[config.mk]
export PLATFORM = sky130hd
export DESIGN_NAME = branch_history_predictor
export DESIGN_NICKNAME = d
export VERILOG_FILES = /design/src/rtl/branch_history_predictor.sv
export SDC_FILE = /design/constraint.sdc
export NUM_CORES = 1
export LEC_CHECK = 0
export BUFFER_PORTS_ARGS = -buffer_cell sky130_fd_sc_hd__buf_2
export CORE_MARGIN = 2
export CORE_UTILIZATION = 50
export CTS_CLUSTER_DIAMETER = 40
export DETAILED_ROUTE_END_ITERATION = 6
export PLACE_DENSITY = 0.84
export SLEW_MARGIN = 0
export SYNTH_ARGS = -nofsm -noshare
export SYNTH_HDL_FRONTEND = slang
export SYNTH_SLANG_ARGS = --single-unit
[constraint.sdc]
create_clock -name clk_i -period 1.55 [get_ports clk_i]
set_input_delay 0.0775 -clock clk_i [delete_from_list [all_inputs] [get_ports clk_i]]
set_output_delay 0.0775 -clock clk_i [all_outputs]
set_load 0.01 [all_outputs]
[src/rtl/branch_history_predictor.sv]
// PC-indexed table of 2-bit saturating counters: combinational predict in ID, train from EX.
// Define PREDICTOR_STATS_EN to add saturating branch / mispredict counters.
module branch_history_predictor #(
    parameter int unsigned IDX_W      = 4,
    parameter logic [1:0]  INIT_STATE = 2'b01,
    parameter int unsigned CNT_W      = 16
) (
    input  logic             clk_i,
    input  logic             rst_i,
    input  logic [31:0]      ID_pc_i,
    output logic             Predict_o,
    input  logic             EX_Branch_i,
    input  logic             EX_Zero_i,
    input  logic             EX_Predict_i,
    input  logic [31:0]      EX_pc_i,
    input  logic             Stall_i,
    output logic             Mispredict_o
`ifdef PREDICTOR_STATS_EN
    ,
    output logic [CNT_W-1:0] Branch_cnt_o,
    output logic [CNT_W-1:0] Mispred_cnt_o
`endif
);

    localparam int unsigned ENTRIES = 2 ** IDX_W;

    logic [IDX_W-1:0]        w_rd_idx;
    logic [IDX_W-1:0]        w_wr_idx;
    logic                    w_upd;
    logic [ENTRIES-1:0][1:0] w_table;
    logic                    w_unused;

    assign w_rd_idx     = ID_pc_i[IDX_W+1:2];
    assign w_wr_idx     = EX_pc_i[IDX_W+1:2];
    // A stalled branch sits in EX repeatedly; train only on the cycle it moves on.
    assign w_upd        = EX_Branch_i & ~Stall_i;
    assign Predict_o    = w_table[w_rd_idx][1];
    assign Mispredict_o = EX_Branch_i & (EX_Predict_i ^ EX_Zero_i);
    assign w_unused     = ^{ID_pc_i[31:IDX_W+2], ID_pc_i[1:0], EX_pc_i[31:IDX_W+2], EX_pc_i[1:0]};

    generate
        for (genvar g = 0; g < ENTRIES; g++) begin : g_entry
            logic       w_hit;
            logic [1:0] r_cnt;

            assign w_hit      = w_upd && (w_wr_idx == IDX_W'(g));
            assign w_table[g] = r_cnt;

            always_ff @(posedge clk_i or negedge rst_i) begin
                if (!rst_i) begin
                    r_cnt <= INIT_STATE;
                end else if (w_hit) begin
                    if (EX_Zero_i) begin
                        if (r_cnt != 2'b11) r_cnt <= r_cnt + 2'b01;
                    end else begin
                        if (r_cnt != 2'b00) r_cnt <= r_cnt - 2'b01;
                    end
                end
            end
        end
    endgenerate

`ifdef PREDICTOR_STATS_EN
    logic [CNT_W-1:0] r_branch_cnt;
    logic [CNT_W-1:0] r_mispred_cnt;

    always_ff @(posedge clk_i or negedge rst_i) begin
        if (!rst_i) begin
            r_branch_cnt  <= '0;
            r_mispred_cnt <= '0;
        end else if (w_upd) begin
            if (r_branch_cnt != '1) r_branch_cnt <= r_branch_cnt + 1'b1;
            if (Mispredict_o && (r_mispred_cnt != '1)) r_mispred_cnt <= r_mispred_cnt + 1'b1;
        end
    end

    assign Branch_cnt_o  = r_branch_cnt;
    assign Mispred_cnt_o = r_mispred_cnt;
`else
    logic [CNT_W-1:0] w_unused_cnt;
    assign w_unused_cnt = '0;
`endif

endmodule
==> flow_summary.yaml, run 1 <==
synthesis:
  synthCells: 207
  syn_avg_cell_area_um2: 9.67
  ys_seq_elements: 32
  syn_area_um2: 2000
  ys_types: 36
  ys_warn_count: 0
  synth_nets: 277
  ys_seq_area_share_pct: 41.0
die:
  num_rows: 22
  ioPinCount: 72
  core-area_um2: 3740
  die_h_um: 67.3
  die_w_um: 67.3
  dieArea_um2: 4520
  start_util_pct: 53.4
global_routing:
  grt_pass1_wl_um: 8160
  antenna_found_initial: 0
  grtUsageTotal_pct: 24.0
  grt_pass1_vias: 1698
  gr-total-overflow: 0
  grt_max_degree: 33
drt:
  wl_per_cell_um: 16.7
  antenna_left: 0
  vias: 1857
  drc: 0
  vias_per_cell: 6.49
  dr.pass1.iters: 5
  drtIter0Drc: 182
  drt-total-wl_um: 4780
setup_path:
  cp-start-kind: "register"
  cp.required_ns: 1.47
  crit_type: "register to output pin"
  reg2reg_slack_ns: 0.35
  endpoint_kind: "output pin"
  crit_fanout: 4
  startpoint: "g_entry[15].r_cnt[1]$_DFFE_PN0P_"
  r2r-end: "g_entry[1].r_cnt[0]$_DFFE_PN1P_"
  r2r_cells: 3
  arrival_ns: 1.53
  r2r_start: "g_entry[1].r_cnt[0]$_DFFE_PN1P_"
  cp-endpoint: "Predict_o"
clocking:
  cts_buffer_depth: 2
  cts_buffers: 5
  clock_sinks: 32
  cts_resized: 0
  ctsHtreeMaxLevel: 2
  insertion_delay_ns: 0.29
  clk_transition_reported_paths_ns: 0.07
  cts-root-buf: "clkbuf_8"
  cts_tree: "done"
sta:
  worst_slew_pin_slew_ns: 0.747
  setup_viol: 1
  timing.slew.headroom_pct: 50.1
  fmax_mhz: 622
  post-route-min-period_ns: 1.61
  hold_viol: 0
  clock_skew_ns: 0.00621
  maxSlewViolCount: 0
  period_share_pct: 104
  grt_setup_unrepaired: "true"
  fin_ws_ns: -0.0586
pwr:
  p_leak_nw: 0.882
  powerDensity_nw_per_um2: 861
  swShare_pct: 27.8
  clockPowerShare_pct: 33.0
  power.net_switching_mw: 0.562
  power.share.sequential_pct: 52.8
  ir_worst_vdd_v: 0.000684
  power_frac_comb_pct: 14.2
  intPower_mw: 1.46
finish:
  final_cell_area_um2: 2350
  regMostFlops: "g_entry.r_cnt"
  largest_register_ff_count: 32
  layout.nets: 307
  final_layout_size_suffix_gt1_share_pct: 33.2
  area_growth_pct: 17.3
  reg_top3: "g_entry.r_cnt (32)"
  nFillCells: 312
  post-route-util_pct: 62.7
  n_antenna_cell: 0
outcome:
  status: "finished with violations"
  failed_checks: "setup timing"
place:
  placed_cell_area_um2: 2130
  port_buffers: 15
  place_hpwl_um: 2960
  gp_congestion: 0.768
hold_path:
  hp-class: "primary input to register"
job:
  drv_cap: 0
per-stage QoR:
| step | TNS (ns) | hold slack [ns] | power [mW] | setup WS [ns] | instances |
|---|---|---|---|---|---|
| 4_1_cts | -0.0785 | 0.236 | 2.03 | -0.0785 | 284 |
| 3_3_place_gp | 0 | 0.165 | 1.34 | 0.100 | 261 |
| 2_1_floorplan | 0 | -0.218 | 1.24 | 0.378 | 207 |
| 3_5_place_dp | 0 | 0.163 | 1.35 | 0.0485 | 261 |
| 6_report | -0.0586 | 0.249 | 2.02 | -0.0586 | 286 |
| 5_1_grt | -0.118 | 0.253 | 2.12 | -0.118 | 286 |
power by group through the flow:
stage	Combinational, mW	Clock (mW)	Sequential (mW)
2_1_floorplan	0.183	0	1.06
3_3_place_gp	0.266	0	1.07
3_5_place_dp	0.274	0	1.08
4_1_cts	0.284	0.686	1.06
5_1_grt	0.316	0.723	1.08
6_report	0.286	0.667	1.07
layout make-up:
type	count	area (µm²)	area share, %
Clock buffer	8	90.1	3.84
Inverter	7	26.3	1.12
Multi-Input combinational cell	151	1080	46.2
Sequential cell	32	821	35.0
Tap cell	48	60.1	2.56
Timing Repair Buffer	40	265	11.3
layout by cell type (no fill, tap or decap), types with 3 or more instances in the layout:
master	netlist	layout
nor2_1	14	14
nor3_1	5	5
inv_1	7	7
o221a_2	3	3
nand2_1	11	11
mux4_2	4	4
nor4_1	5	5
a221o_1	5	5
o22ai_1	5	5
buf_2	5	15
a31o_2	7	7
mux2i_1	3	3
buf_4	0	24
o31ai_1	15	15
clkbuf_8	0	6
a21oi_1	7	7
dfstp_2	16	16
a211oi_1	8	8
nor4b_1	7	7
dfrtp_1	16	16
nand4b_1	4	4
o21ai_0	12	12
a31oi_1	19	19
cell usage after synthesis:
cell type  number  area (µm²)
nor4bb_1        1        10.0
and2_1          2        12.5
and4b_1         1        10.0
and4bb_2        1        12.5
mux2i_1         3        30.0
buf_1           2        7.51
nand4b_1        4        35.0
nor4_1          5        31.3
a221o_1         5        50.1
xor2_1          1        8.76
nor2_1         14        52.6
or2_2           1        6.26
a21oi_1         7        35.0
o22ai_1         5        31.3
clkbuf_1       10        37.5
nor3_1          5        25.0
mux4_2          4        90.1
or4b_1          1        10.0
nand2b_1        2        12.5
dfstp_2        16         420
o21ai_0        12        60.1
o31ai_1        15         113
nor4b_1         7        61.3
dfrtp_1        16         400
a31oi_1        19         119
nand4bb_1       2        22.5
buf_2           5        25.0
a31o_2          7        61.3
nor4b_2         1        15.0
nor2b_1         2        12.5
a211oi_1        8        60.1
inv_1           7        26.3
nand2_1        11        41.3
o31ai_2         1        12.5
o2111ai_1       1        8.76
o221a_2         3        33.8
how the worst min path moves through the flow:
| stage | depth (start not counted) | to | start | slack [ns] |
|---|---|---|---|---|
| after detailed placement | 1 | g_entry[4].r_cnt[1]$_DFFE_PN0P_ | rst_i | 0.16 |
| after CTS | 2 | g_entry[12].r_cnt[0]$_DFFE_PN1P_ | EX_Zero_i | 0.24 |
| final | 2 | g_entry[12].r_cnt[0]$_DFFE_PN1P_ | EX_Zero_i | 0.25 |
| after global routing | 2 | g_entry[12].r_cnt[0]$_DFFE_PN1P_ | EX_Zero_i | 0.25 |
| after floorplan | 0 | g_entry[0].r_cnt[1]$_DFFE_PN0P_ | rst_i | -0.22 |
| after global placement | 1 | g_entry[4].r_cnt[1]$_DFFE_PN0P_ | rst_i | 0.16 |
metal layers:
| layer | track usage [%] | up-vias | wire length, µm |
|---|---|---|---|
| met1 | 33.0 | 877 | 2140 |
| met2 | 37.7 | 79 | 2230 |
| met3 | 4.67 | 10 | 349 |
| li1 | - | 891 | - |
| met5 | 0 | - | 0 |
| met4 | 8.67 | 0 | 62 |
cell families after synthesis:
family / Yosys count / share of synthesized area (%)
buffers and inverters: 24 / 4.82
flip-flops: 32 / 41.0
multiplexers: 7 / 6.00
AO/OA/AOI/OAI: 83 / 29.2
AND/OR/NAND/NOR: 60 / 18.5
XOR/XNOR: 1 / 0.438
worst max-delay path, cell delays in order, from the launching register on:
cell and delay, ns:
dfrtp_1 0.40, mux4_2 0.48, mux2i_1 0.15, mux2i_1 0.08, buf_2 0.14
timing repair:
item / in CTS / in global routing
hold buffers: 1 / 0
gates cloned: 0 / 0
setup buffers: 14 / 2
setup endpoints to repair: 1 / 1
hold endpoints to repair: 16 / 0
(Power assumes the default switching activity.)
==> inputs of run 2 (changes only) <==
--- a/config.mk
+++ b/config.mk
@@ -9,6 +9,6 @@
 export CORE_MARGIN = 2
-export CORE_UTILIZATION = 50
+export CORE_UTILIZATION = 53
 export CTS_CLUSTER_DIAMETER = 40
 export DETAILED_ROUTE_END_ITERATION = 6
-export PLACE_DENSITY = 0.84
+export PLACE_DENSITY = 0.89
 export SLEW_MARGIN = 0
==> constraint.sdc (replaced) <==
create_clock -name clk_i -period 2.1 [get_ports clk_i]
set_input_delay 0.315 -clock clk_i [delete_from_list [all_inputs] [get_ports clk_i]]
set_output_delay 0.315 -clock clk_i [all_outputs]
set_load 0.01 [all_outputs]
==> flow_summary.yaml, run 2 (synthesis results as in run 1) <==
sta:
  hold_viol: 0
  post-route-min-period_ns: 1.92
  maxSlewViolCount: 0
  period_share_pct: 91.5
  fmax_mhz: 521
  setup_tns_ns: 0
  worst_slew_pin_slew_ns: 0.724
  grt_setup_unrepaired: "false"
  timing.slew.headroom_pct: 51.7
  setup_viol: 0
  clock_skew_ns: 0.00565
finish:
  n_antenna_cell: 0
  layout_commonest_cell: "a31oi_1"
  final_layout_size_suffix_gt1_share_pct: 28.0
  largest_register_ff_count: 32
  reg_top3: "g_entry.r_cnt (32)"
  area_growth_pct: 10.5
  post-route-util_pct: 60.8
  regMostFlops: "g_entry.r_cnt"
  final_cell_mix: "a31oi_1, dfstp_2, dfrtp_1, o31ai_1, buf_2"
  instances_no_fill: 266
  layout.nets: 287
  multi_input_area_um2: 1080
  nFillCells: 303
  seqCellArea_um2: 821
clocking:
  postCtsHoldBufs: 0
  ctsHtreeMaxLevel: 2
  cts-root-buf: "clkbuf_8"
  cts_resized: 0
  cts_buffers: 5
  cts_tree: "done"
  insertion_delay_ns: 0.29
  clock_sinks: 32
  cts_buffer_depth: 2
  postCtsSetupBuffers: 0
  clk_transition_reported_paths_ns: 0.07
setup_path:
  crit_chain: "mux4_2 -> mux2i_1 -> mux2i_1 -> buf_2"
  crit_family: "multiplexers"
  cpMostUsedCell: "mux2i_1"
  crit_fanout: 5
  crit_type: "register to output pin"
  endpoint_kind: "output pin"
  slowest_stage: "mux4_2"
  crit_buf_inv: 1
  slowest_delay_ns: 0.51
  cp-start-kind: "register"
  cp.required_ns: 1.78
  arrival_ns: 1.61
global_routing:
  top_usage_layer: "met2"
  grt_pass1_wl_um: 7940
  grt_use_met1_pct: 35.6
  antenna_found_initial: 0
  gr-total-overflow: 0
  use_met3_pct: 4.28
  grtUsageTotal_pct: 24.5
  grt_max_degree: 33
  met2_usage_pct: 35.8
  grt_pass1_vias: 1638
pwr:
  p_leak_nw: 0.807
  power_mw: 1.58
  ir_worst_vdd_v: 0.000386
  powerDensity_nw_per_um2: 717
hold_path:
  hp-class: "primary input to async pin"
die:
  num_rows: 22
  core-area_um2: 3630
  die_w_um: 65.4
  die_h_um: 65.4
  start_util_pct: 55.1
  dieArea_um2: 4280
  ioPinCount: 72
drt:
  drc: 0
  vias_per_cell: 6.91
  vias: 1838
  drtIter0Drc: 235
  dr.pass1.iters: 5
  antenna_left: 0
  wl_per_cell_um: 17.7
  drt-total-wl_um: 4720
place:
  gp_congestion: 0.842
  place_hpwl_um: 3080
  dp_cells: 258
  port_buffers: 15
outcome:
  status: "finished, final reports clean"
job:
  drv_cap: 0
[run 2: cell count changes in the layout (fill, tap and decap cells not counted), sizes merged]
| cell | change |
|---|---|
| clkbuf | -2 |
| buf | -19 |
| bufinv | +1 |
| dlygate4sd3 | -1 |
| clkinv | +1 |
[run 2: layout make-up]
| type | count | area share (%) |
|---|---|---|
| repair buffers | 20 | 5.09 |
| well taps | 48 | 2.72 |
| inverters | 7 | 1.19 |
| clock buffers | 6 | 3.28 |
| flip-flops and latches | 32 | 37.1 |
| clock inverters | 2 | 1.58 |
| multi-input cells | 151 | 49.0 |
[run 2: power by group]
part | total, mW | switching [mW] | internal, mW
clock network | 0.595 | 0.243 | 0.352
registers | 0.788 | 0.0742 | 0.714
logic | 0.202 | 0.113 | 0.0881
total | 1.58 | 0.431 | 1.15
[run 2: path summary, 6_finish.rpt]
| check | startpoint | end | slack [ns] | depth (start not counted) |
|---|---|---|---|---|
| worst max-delay path | g_entry[7].r_cnt[1]$_DFFE_PN0P_ | Predict_o | 0.18 | 4 |
| worst min-delay path | rst_i | g_entry[13].r_cnt[1]$_DFFE_PN0P_ | 0.07 | 1 |
| worst max register to register | g_entry[13].r_cnt[0]$_DFFE_PN1P_ | g_entry[13].r_cnt[0]$_DFFE_PN1P_ | 0.93 | 3 |
| worst min register to register | g_entry[9].r_cnt[0]$_DFFE_PN1P_ | g_entry[9].r_cnt[0]$_DFFE_PN1P_ | 0.55 | 2 |
| max in group asynchronous | rst_i | g_entry[2].r_cnt[1]$_DFFE_PN0P_ | 1.56 | 1 |
| min in group clk_i | EX_Zero_i | g_entry[12].r_cnt[0]$_DFFE_PN1P_ | 0.48 | 2 |
[run 2: layer usage]
layer	part of all wire (%)	vias up	wire length (µm)
li1	-	847	-
met1	45	893	2130
met2	46	86	2180
met3	6.7	12	315
met4	1.9	0	88
met5	0	-	0
[run 2: through the flow]
stage	setup WS (ns)	instance area [µm²]	hold WS [ns]
2_1_floorplan	0.690	2000	0.0194
3_3_place_gp	0.368	2100	0.406
3_5_place_dp	0.355	2100	0.403
4_1_cts	0.185	2210	0.0883
5_1_grt	0.116	2210	0.112
6_report	0.179	2210	0.0701
[run 2: worst reg2reg max path: cells and delay by family (launching register included)]
kind	cells	cell delay [ns]
flops	1	0.58
simple gates	1	0.06
compound gates	2	0.45
